$ cat src/rtl/block_max_exp_collector_if.sv
// Stream-in / block-out handshake bundle for block_max_exp_collector.
// slave = the collector, master = the upstream sender plus downstream consumer.
interface block_max_exp_collector_if #(
  parameter int expWidth = 4,
  parameter int BLOCK    = 64,
  parameter int LANES    = 8
);
  logic                      in_valid;
  logic                      in_ready;
  logic [LANES*expWidth-1:0] in_exp;
  logic                      in_last;
  logic                      out_valid;
  logic                      out_ready;
  logic [BLOCK*expWidth-1:0] out_exp;
  logic [expWidth-1:0]       out_max;

  modport master (
    output in_valid, in_exp, in_last, out_ready,
    input  in_ready, out_valid, out_exp, out_max
  );

  modport slave (
    input  in_valid, in_exp, in_last, out_ready,
    output in_ready, out_valid, out_exp, out_max
  );
endinterface

$ cat src/rtl/block_max_exp_collector.sv
// Buffers a 64-exponent block arriving LANES per beat and tracks its maximum exponent.
// Define MAXEXP_PINGPONG_EN for two alternating block buffers (collect while holding).
module block_max_exp_collector #(
  parameter int expWidth = 4,
  parameter int BLOCK    = 64,
  parameter int LANES    = 8
) (
  input  logic                      clk,
  input  logic                      rst_n,
  block_max_exp_collector_if.slave  bus,
  output logic                      err_last
);
  localparam int BEATS   = BLOCK / LANES;
  localparam int CNT_W   = (BEATS > 1) ? $clog2(BEATS) : 1;
  localparam int SLICE_W = LANES * expWidth;
  localparam int VEC_W   = BLOCK * expWidth;
  localparam logic [CNT_W-1:0] LAST_BEAT = CNT_W'(BEATS - 1);

  if (BLOCK % LANES != 0) begin : g_bad_cfg
    $error("block_max_exp_collector: BLOCK must be a multiple of LANES");
  end

  logic                in_ready;
  logic                out_valid;
  logic [CNT_W-1:0]    beat_cnt;
  logic [expWidth-1:0] run_max;
  logic [expWidth-1:0] next_max;
  logic                in_fire;
  logic                last_beat;

  assign in_fire      = bus.in_valid && in_ready;
  assign last_beat    = (beat_cnt == LAST_BEAT);
  assign bus.in_ready  = in_ready;
  assign bus.out_valid = out_valid;

  // NOTE: blocking '=' is correct here: each lane compares against the running
  // result of the lanes before it within the same evaluation.
  always_comb begin
    next_max = run_max;
    for (int i = 0; i < LANES; i++) begin
      if (bus.in_exp[i*expWidth +: expWidth] > next_max)
        next_max = bus.in_exp[i*expWidth +: expWidth];
    end
  end

  // Beat counter and running max are shared by both buffer organisations.
  // NOTE: sequential state uses '<=' so every register samples pre-edge values.
  always_ff @(posedge clk) begin
    if (!rst_n) begin
      beat_cnt <= '0;
      run_max  <= '0;
      err_last <= 1'b0;
    end else if (in_fire) begin
      if (bus.in_last != last_beat) err_last <= 1'b1;
      if (last_beat) begin
        beat_cnt <= '0;
        run_max  <= '0;
      end else begin
        beat_cnt <= beat_cnt + CNT_W'(1);
        run_max  <= next_max;
      end
    end
  end

`ifdef MAXEXP_PINGPONG_EN
  logic [VEC_W-1:0]    bufs    [2];
  logic [expWidth-1:0] buf_max [2];
  logic [1:0]          full;
  logic [1:0]          full_n;
  logic                wr_sel;
  logic                rd_sel;
  logic                rd_sel_n;
  logic                out_fire;

  assign out_fire = out_valid && bus.out_ready;

  // wr_sel and rd_sel only coincide when both buffers are empty or both full,
  // so a release and a fill never target the same buffer in one cycle.
  always_comb begin
    full_n   = full;
    rd_sel_n = rd_sel;
    if (out_fire) begin
      full_n[rd_sel] = 1'b0;
      rd_sel_n       = ~rd_sel;
    end
    if (in_fire && last_beat) full_n[wr_sel] = 1'b1;
  end

  // NOTE: the block buffers feed out_exp, which must read 0 after reset,
  // so they are reset like ordinary registers.
  always_ff @(posedge clk) begin
    if (!rst_n) begin
      bufs[0]    <= '0;
      bufs[1]    <= '0;
      buf_max[0] <= '0;
      buf_max[1] <= '0;
      full       <= '0;
      wr_sel     <= 1'b0;
      rd_sel     <= 1'b0;
      in_ready   <= 1'b1;
      out_valid  <= 1'b0;
    end else begin
      full      <= full_n;
      rd_sel    <= rd_sel_n;
      in_ready  <= ~&full_n;
      out_valid <= full_n[rd_sel_n];
      if (in_fire) begin
        bufs[wr_sel][int'(beat_cnt)*SLICE_W +: SLICE_W] <= bus.in_exp;
        if (last_beat) begin
          buf_max[wr_sel] <= next_max;
          wr_sel          <= ~wr_sel;
        end
      end
    end
  end

  assign bus.out_exp = bufs[rd_sel];
  assign bus.out_max = buf_max[rd_sel];
`else
  typedef enum logic {COLLECT, HOLD} state_t;

  state_t              state;
  logic [VEC_W-1:0]    out_exp_r;
  logic [expWidth-1:0] out_max_r;

  // The buffer doubles as the output register: it is only written in COLLECT,
  // so it stays stable for the whole HOLD phase.
  always_ff @(posedge clk) begin
    if (!rst_n) begin
      state     <= COLLECT;
      in_ready  <= 1'b1;
      out_valid <= 1'b0;
      out_exp_r <= '0;
      out_max_r <= '0;
    end else begin
      case (state)
        COLLECT: begin
          if (in_fire) begin
            out_exp_r[int'(beat_cnt)*SLICE_W +: SLICE_W] <= bus.in_exp;
            if (last_beat) begin
              out_max_r <= next_max;
              state     <= HOLD;
              in_ready  <= 1'b0;
              out_valid <= 1'b1;
            end
          end
        end
        HOLD: begin
          if (bus.out_ready) begin
            state     <= COLLECT;
            in_ready  <= 1'b1;
            out_valid <= 1'b0;
          end
        end
        default: state <= COLLECT;
      endcase
    end
  end

  assign bus.out_exp = out_exp_r;
  assign bus.out_max = out_max_r;
`endif
endmodule

$ cat src/flat_wrapper.sv
// flat-port wrapper written by rule: the top's interface ports become plain ports
module block_max_exp_collector_flat 
#(
  parameter int expWidth = 4,
  parameter int BLOCK    = 64,
  parameter int LANES    = 8
)
  (clk, rst_n, err_last, bus_in_valid, bus_in_exp, bus_in_last, bus_out_ready, bus_in_ready, bus_out_valid, bus_out_exp, bus_out_max);
  block_max_exp_collector_if #(.expWidth(expWidth), .BLOCK(BLOCK), .LANES(LANES)) bus_i ();
  input  logic clk;
  input  logic rst_n;
  output logic err_last;
  input wire logic [$bits(bus_i.in_valid)-1:0] bus_in_valid;
  input wire logic [$bits(bus_i.in_exp)-1:0] bus_in_exp;
  input wire logic [$bits(bus_i.in_last)-1:0] bus_in_last;
  input wire logic [$bits(bus_i.out_ready)-1:0] bus_out_ready;
  output wire logic [$bits(bus_i.in_ready)-1:0] bus_in_ready;
  output wire logic [$bits(bus_i.out_valid)-1:0] bus_out_valid;
  output wire logic [$bits(bus_i.out_exp)-1:0] bus_out_exp;
  output wire logic [$bits(bus_i.out_max)-1:0] bus_out_max;
  assign bus_i.in_valid = bus_in_valid;
  assign bus_i.in_exp = bus_in_exp;
  assign bus_i.in_last = bus_in_last;
  assign bus_i.out_ready = bus_out_ready;
  assign bus_in_ready = bus_i.in_ready;
  assign bus_out_valid = bus_i.out_valid;
  assign bus_out_exp = bus_i.out_exp;
  assign bus_out_max = bus_i.out_max;
  block_max_exp_collector #(.expWidth(expWidth), .BLOCK(BLOCK), .LANES(LANES)) u_core (.clk(clk), .rst_n(rst_n), .bus(bus_i), .err_last(err_last));
endmodule
$ cat config.mk
export PLATFORM = sky130hd
export DESIGN_NAME = block_max_exp_collector_flat
export DESIGN_NICKNAME = d
export VERILOG_FILES = /design/src/rtl/block_max_exp_collector_if.sv /design/src/rtl/block_max_exp_collector.sv /design/src/flat_wrapper.sv
export SDC_FILE = /design/constraint.sdc
export NUM_CORES = 1
export LEC_CHECK = 0
export BUFFER_PORTS_ARGS = -buffer_cell sky130_fd_sc_hd__buf_2
export CAP_MARGIN = 10
export CELL_PAD_IN_SITES_DETAIL_PLACEMENT = 1
export CELL_PAD_IN_SITES_GLOBAL_PLACEMENT = 1
export CORE_MARGIN = 4
export CORE_UTILIZATION = 35
export CTS_CLUSTER_SIZE = 14
export DETAILED_ROUTE_END_ITERATION = 10
export PLACE_DENSITY_LB_ADDON = 0.1
export SLEW_MARGIN = 20
export SYNTH_ARGS = -nofsm -noshare
export SYNTH_HDL_FRONTEND = slang
export SYNTH_SLANG_ARGS = --single-unit
$ cat constraint.sdc
create_clock -name clk -period 24.4 [get_ports clk]
set_clock_uncertainty 0.2 [all_clocks]
set_input_delay 6.1 -clock clk [delete_from_list [all_inputs] [get_ports clk]]
set_output_delay 6.1 -clock clk [all_outputs]
set_load 0.01 [all_outputs]
; ---- After elaboration in Yosys (flattened, before gate mapping)
; Index checks and enable logic that the tools add are counted.
[op_classes]
n_shift = 2
eq_ne = 5
reduce_logical = 5
mux = 23
n_bitwise = 1
order_cmp = 8
add_sub_neg = 2
[ops]
columns = operator, count
row1 = 256-bit bitwise mux, 1
row2 = 32-bit by 33-bit variable shift with 256-bit output (first input constant), 1
row3 = 32-bit by 33-bit indexed part select with 256-bit output, 1
row4 = 4-bit 2-to-1 mux, 9
row5 = 8-bit negation with 33-bit output, 1
row6 = 4-bit greater-than comparator, 8
row7 = 1-bit 2-to-1 mux, 9
row8 = 1-bit one-hot mux with 2 select lines, 3
row9 = 3-bit AND reduction, 2
row10 = 2-bit by 1-bit inequality test with 1-bit output (second input constant), 2
row11 = 2-bit AND reduction, 2
row12 = 3-bit by 1-bit adder with 3-bit output (second input constant), 1
row13 = 3-bit equality test (second input constant), 1
row14 = 3-bit 2-to-1 mux, 1
row15 = 2-bit inequality test (second input constant), 1
row16 = 1-bit logical AND, 1
row17 = 1-bit inequality test, 1
row18 = 1-bit NOT, 1
[totals]
inputBits = 37
ff_bits = 271

; ---- Longest topological paths before layout
[depth]
ltp_word = 17
mapped_depth = 63
mapped_depth_nobuf = 62

; ---- Worst setup path before layout
; No wires, ideal clock.
[synth_path]
kind = input -> register
startpoint = input port bus_in_exp[0]
endpoint = register u_core.run_max[2]
setup_ns = 0.125
setup_slack_ns = 7.273
n_path_buf = 1
t_arrival_ns = 16.802
path_stages = 59
cell_sequence = clkbuf_1 -> inv_1 -> ha_1 -> nor2b_4 -> o211ai_2 -> a21oi_2 -> mux2_2 -> ha_1 -> nor2b_1 -> o21ai_0 -> nand3_1 -> nand3_1 -> o21ai_2 -> a41oi_1 -> mux2i_1 -> inv_1 -> ha_1 -> or2_2 -> (+23 left out) -> a31oi_1 -> o221ai_1 -> mux2i_1 -> ha_1 -> a21oi_1 -> nor2_1 -> mux2_4 -> or3_1 -> nand2_1 -> ha_1 -> o21ai_0 -> nand2b_1 -> a21oi_1 -> a41o_2 -> inv_1 -> and2_1 -> a32oi_1 -> o31ai_1
[synth_between]
elab_chain_cells = 17
[synth_lines]
columns = item, line_no
row1 = "start, declared", flat_wrapper.sv:14  ; input wire logic [$bits(bus_i.in_exp)-1:0] bus_in_exp;
row2 = 4-bit greater-than comparator, block_max_exp_collector.sv:41  ; if (bus.in_exp[i*expWidth +: expWidth] > next_max)
row3 = 4-bit 2-to-1 mux *, block_max_exp_collector.sv:41
row4 = 4-bit greater-than comparator, block_max_exp_collector.sv:41
row5 = 4-bit 2-to-1 mux *, block_max_exp_collector.sv:41
row6 = 4-bit greater-than comparator, block_max_exp_collector.sv:41
row7 = 4-bit 2-to-1 mux *, block_max_exp_collector.sv:41
row8 = 4-bit greater-than comparator, block_max_exp_collector.sv:41
row9 = 4-bit 2-to-1 mux *, block_max_exp_collector.sv:41
row10 = 4-bit greater-than comparator, block_max_exp_collector.sv:41
row11 = 4-bit 2-to-1 mux *, block_max_exp_collector.sv:41
row12 = 4-bit greater-than comparator, block_max_exp_collector.sv:41
row13 = 4-bit 2-to-1 mux *, block_max_exp_collector.sv:41
row14 = 4-bit greater-than comparator, block_max_exp_collector.sv:41
row15 = 4-bit 2-to-1 mux *, block_max_exp_collector.sv:41
row16 = 4-bit greater-than comparator, block_max_exp_collector.sv:41
row17 = 4-bit 2-to-1 mux *, block_max_exp_collector.sv:41
row18 = 4-bit 2-to-1 mux *, block_max_exp_collector.sv:55  ; if (last_beat) begin
row19 = "end signal, assigned", block_max_exp_collector.sv:60  ; run_max <= next_max;
row20 = "end, declared", block_max_exp_collector.sv:26  ; logic [expWidth-1:0] run_max;
; Mark *: on every way between the ends. The rest lies on a longest branch, timed or not.
; A chain may end at the register's enable or synchronous reset.

; ---- Worst setup path in the final report
[layout_path]
startpoint = input port bus_in_exp[1]
endpoint = register u_core.run_max[2]
; The elaborated chain is that of the path after synthesis.

==> impl_metrics.prom <==
# TYPE chip_impl_metric gauge
chip_impl_metric{name="drcViolationCount",unit=""} 0
chip_impl_metric{name="initial_core_util",unit=""} 0.355
chip_impl_metric{name="clock_sinks",unit=""} 271
chip_impl_metric{name="placeableCoreArea",unit="um^2"} 34500
chip_impl_metric{name="route.antenna.remaining_nets",unit=""} 0
chip_impl_metric{name="total_negative_setup_slacks",unit="ns"} 0
chip_impl_metric{name="firstDrtPassIters",unit=""} 5
chip_impl_metric{name="cts.hold.buffers_added",unit=""} 0
chip_impl_metric{name="die_h",unit="um"} 195
chip_impl_metric{name="maxSlewViolCount",unit=""} 0
chip_impl_info{name="setup.worst_path.start_class",value="input port"} 1
chip_impl_metric{name="die-area",unit="um^2"} 38100
chip_impl_metric{name="place.detailed.hpwl",unit="um"} 32100
chip_impl_info{name="worstSetupPathType",value="in -> reg"} 1
chip_impl_metric{name="crit_path_max_fanout",unit=""} 12
chip_impl_metric{name="drive_above_1_share",unit=""} 0.238
chip_impl_info{name="rsz0062_at_grt",value="no"} 1
chip_impl_metric{name="final-hold-violation-count",unit=""} 0
chip_impl_metric{name="cts_inserted_buffers",unit=""} 31
chip_impl_metric{name="syn_area",unit="um^2"} 12300
chip_impl_metric{name="yosysSeqAreaShare",unit=""} 0.442
chip_impl_metric{name="cts_htree_levels",unit=""} 1
chip_impl_metric{name="slowest_delay",unit="ns"} 0.40
chip_impl_metric{name="grt_max_degree",unit=""} 113
chip_impl_info{name="synth_flop_cell",value="dfxtp_1"} 1
chip_impl_metric{name="drv.max_cap_violation_count",unit=""} 0
chip_impl_metric{name="clkSlewWorstSetupHoldPaths",unit="ns"} 0.06
chip_impl_metric{name="postLayoutCoreUtil",unit=""} 0.432
chip_impl_metric{name="p_int",unit="uW"} 924
chip_impl_metric{name="critical_path_required",unit="ns"} 24.66
chip_impl_metric{name="clock_share_of_power",unit=""} 0.302
chip_impl_info{name="worstSetupStartpoint",value="bus_in_exp[1]"} 1
chip_impl_metric{name="grt_pass1_wl",unit="um"} 72500
chip_impl_metric{name="vias",unit=""} 11600
chip_impl_metric{name="mappedNetlistNets",unit=""} 1550
chip_impl_metric{name="max-slew-margin-rel",unit=""} 0.387
chip_impl_metric{name="gpl.final_weighted_congestion",unit=""} 0.823
chip_impl_metric{name="syn-instance-count",unit=""} 1485
chip_impl_metric{name="diodes",unit=""} 0
chip_impl_metric{name="power_density",unit="nW/um^2"} 97.4
chip_impl_metric{name="power_switching_share",unit=""} 0.365
chip_impl_info{name="min_path_type",value="reg -> reg"} 1
chip_impl_metric{name="leakagePower",unit="uW"} 0.00598
chip_impl_metric{name="core.rowCount",unit=""} 68
chip_impl_info{name="root_buffer",value="clkbuf_16"} 1
chip_impl_metric{name="worstMarginPinSlew",unit="ns"} 0.919
chip_impl_metric{name="arrival",unit="ns"} 18.41
chip_impl_metric{name="netSwitchingPower",unit="uW"} 530
chip_impl_info{name="slowest_stage_cell_crit_path",value="a21oi_2"} 1
chip_impl_metric{name="post_cts.repair.setup_buffers",unit=""} 0
chip_impl_metric{name="edff_count_synth",unit=""} 0
chip_impl_metric{name="syn_to_final_growth",unit="%"} 21.7
chip_impl_metric{name="antenna_found_initial",unit=""} 0
chip_impl_info{name="reg2reg_from",value="u_core.run_max[2]$_SDFFE_PN0P_"} 1
chip_impl_metric{name="finalNetCount",unit=""} 1768
chip_impl_metric{name="synth_cell_types",unit=""} 81
chip_impl_info{name="crit_path_frequent_cell",value="ha_1"} 1
chip_impl_metric{name="overall_routed_net_length",unit="um"} 47100
chip_impl_metric{name="ys_seq_elements",unit=""} 271
chip_impl_metric{name="first_global_vias",unit=""} 11900
chip_impl_info{name="status",value="finished, final reports clean"} 1
chip_impl_metric{name="routed_wire_length_per_instance",unit="um"} 21.6
chip_impl_metric{name="synth-warning-count",unit=""} 0
chip_impl_metric{name="portBuffers",unit=""} 299
chip_impl_metric{name="clk_latency",unit="ns"} 0.57
chip_impl_info{name="worst_hold_startpoint",value="u_core.bus.out_exp[111]$_SDFFE_PN0P_"} 1
chip_impl_metric{name="post_cts_resized",unit=""} 0
chip_impl_metric{name="synth-async-reset-ratio",unit=""} 0
chip_impl_metric{name="highest_clock_frequency_the_design_can_meet",unit="MHz"} 55.1
chip_impl_metric{name="timing.final.crit_period",unit="ns"} 18.15
chip_impl_metric{name="global_route.overflow_total",unit=""} 0
chip_impl_metric{name="ir_drop",unit="V"} 0.0000713
chip_impl_metric{name="grtUsageTotal",unit=""} 0.238
chip_impl_metric{name="final_min_period_over_clock_period",unit=""} 0.744
chip_impl_metric{name="cts-root-to-sink-buffers",unit=""} 3
chip_impl_metric{name="seq_power_share",unit=""} 0.313
chip_impl_metric{name="setup_viol",unit=""} 0
chip_impl_info{name="cts_tree",value="yes"} 1
chip_impl_metric{name="synth.avg_cell_area",unit="um^2"} 8.27
chip_impl_metric{name="ioPinCount",unit=""} 300
chip_impl_metric{name="die_w",unit="um"} 195
chip_impl_info{name="crit_path_end_kind",value="flop"} 1
chip_impl_metric{name="combinationalPowerShare",unit=""} 0.385
chip_impl_metric{name="vias_per_cell",unit=""} 5.33
chip_impl_metric{name="detailed_route_iter0_violations",unit=""} 607
synth_stat cells, types with 6 or more instances:
master,n,share of area
a21boi_0,260,0.16
a21oi_1,16,0.0065
a31oi_1,6,0.0031
clkbuf_1,120,0.037
dfxtp_1,271,0.44
ha_1,28,0.029
inv_1,31,0.0095
mux2_2,7,0.0064
nand2_1,345,0.11
nand3_1,207,0.084
nand4_1,7,0.0036
nor2_1,27,0.0083
nor2b_1,7,0.0036
nor3_1,10,0.0041
o21ai_0,12,0.0049
o31ai_1,6,0.0037
or3_1,6,0.0031
xnor2_1,6,0.0043
critical path, delay by kind of cell:
kind,cells,cell delay [ns]
muxes,5,1.76
adders and majority gates,8,2.38
AOI/OAI and AO/OA,25,5.16
and+or+nand+nor,17,2.33
buffers and inverters,6,0.67
layout by cell type, fill, tap and decap left out, types with 3 or more instances in the layout:
cell / n
nand2_1: 345
buf_2: 298
dfxtp_1: 271
a21boi_0: 260
nand3_1: 206
inv_1: 31
clkbuf_16: 31
ha_1: 28
nor2_1: 23
buf_4: 21
a21oi_1: 16
o21ai_0: 12
clkbuf_1: 8
nor2b_1: 7
nand4_1: 7
mux2_2: 7
a31oi_1: 6
o31ai_1: 6
xnor2_1: 6
or3_1: 6
clkbuf_8: 6
nand2b_1: 5
a211oi_1: 5
mux2i_1: 5
nor3_1: 5
o21a_1: 4
o22ai_1: 4
nor2_2: 4
and2_1: 4
nor3_2: 4
clkinv_2: 4
a21o_1: 3
through the flow:
step | cells | setup slack (ns) | hold WS, ns | area, um^2 | power [uW]
after floorplan | 1485 | 7.27 | 0.240 | 12300 | 893
after global placement | 2125 | 6.20 | 0.248 | 14000 | 997
after detailed placement | 2125 | 5.74 | 0.258 | 14000 | 1020
after CTS | 2176 | 6.34 | 0.266 | 14900 | 1470
after global routing | 2176 | 5.27 | 0.281 | 14900 | 1550
final | 2176 | 6.25 | 0.262 | 14900 | 1450
kinds of logic after synthesis:
family	share of synthesized area
buffers and inverters	0.0553
xor gates and xnor gates	0.00428
and+or+nand+nor	0.231
muxes	0.0129
DFF	0.442
adders and majority gates	0.0285
AOI/OAI and AO/OA	0.226
worst paths after layout:
path / endpoint / slack (ns) / cells after the start
setup reg to reg: u_core.run_max[2]$_SDFFE_PN0P_ / 11.43 / 60
hold reg to reg: u_core.bus.out_exp[111]$_SDFFE_PN0P_ / 0.26 / 2
setup / recovery: u_core.run_max[2]$_SDFFE_PN0P_ / 6.25 / 61
hold / removal: u_core.bus.out_exp[111]$_SDFFE_PN0P_ / 0.26 / 2
registers in the layout (all words and copies together) (netlist names):
signal,count
u_core.beat_cnt,3
u_core.bus.out_max,4
u_core.bus.out_exp,256
u_core.bus.in_ready,1
u_core.run_max,4
u_core.bus.out_valid,1
u_core.err_last,1
u_core.state,1
power groups by stage:
stage | Clock (uW) | Combinational [uW] | Sequential, uW
final | 439 | 560 | 456
after global routing | 470 | 623 | 456
after CTS | 452 | 558 | 456
after detailed placement | 0 | 557 | 465
after global placement | 0 | 532 | 465
after floorplan | 0 | 429 | 465
layer usage:
metal	vias up	track usage	share of wire
li1	5521	-	-
met3	61	0.0550	0.062
met2	267	0.407	0.48
met1	5758	0.307	0.44
met5	-	0	0
met4	0	0.0530	0.023
final cells by class:
cell class,instances,area [um^2]
Clock buffer,45,888
Multi-Input combinational cell,1048,6230
Timing Repair Buffer,320,1660
Tap cell,455,569
Inverter,31,116
Clock inverter,6,47.5
Fill cell,4233,19600
Sequential cell,271,5430
Power figures use the tool's default switching activity.
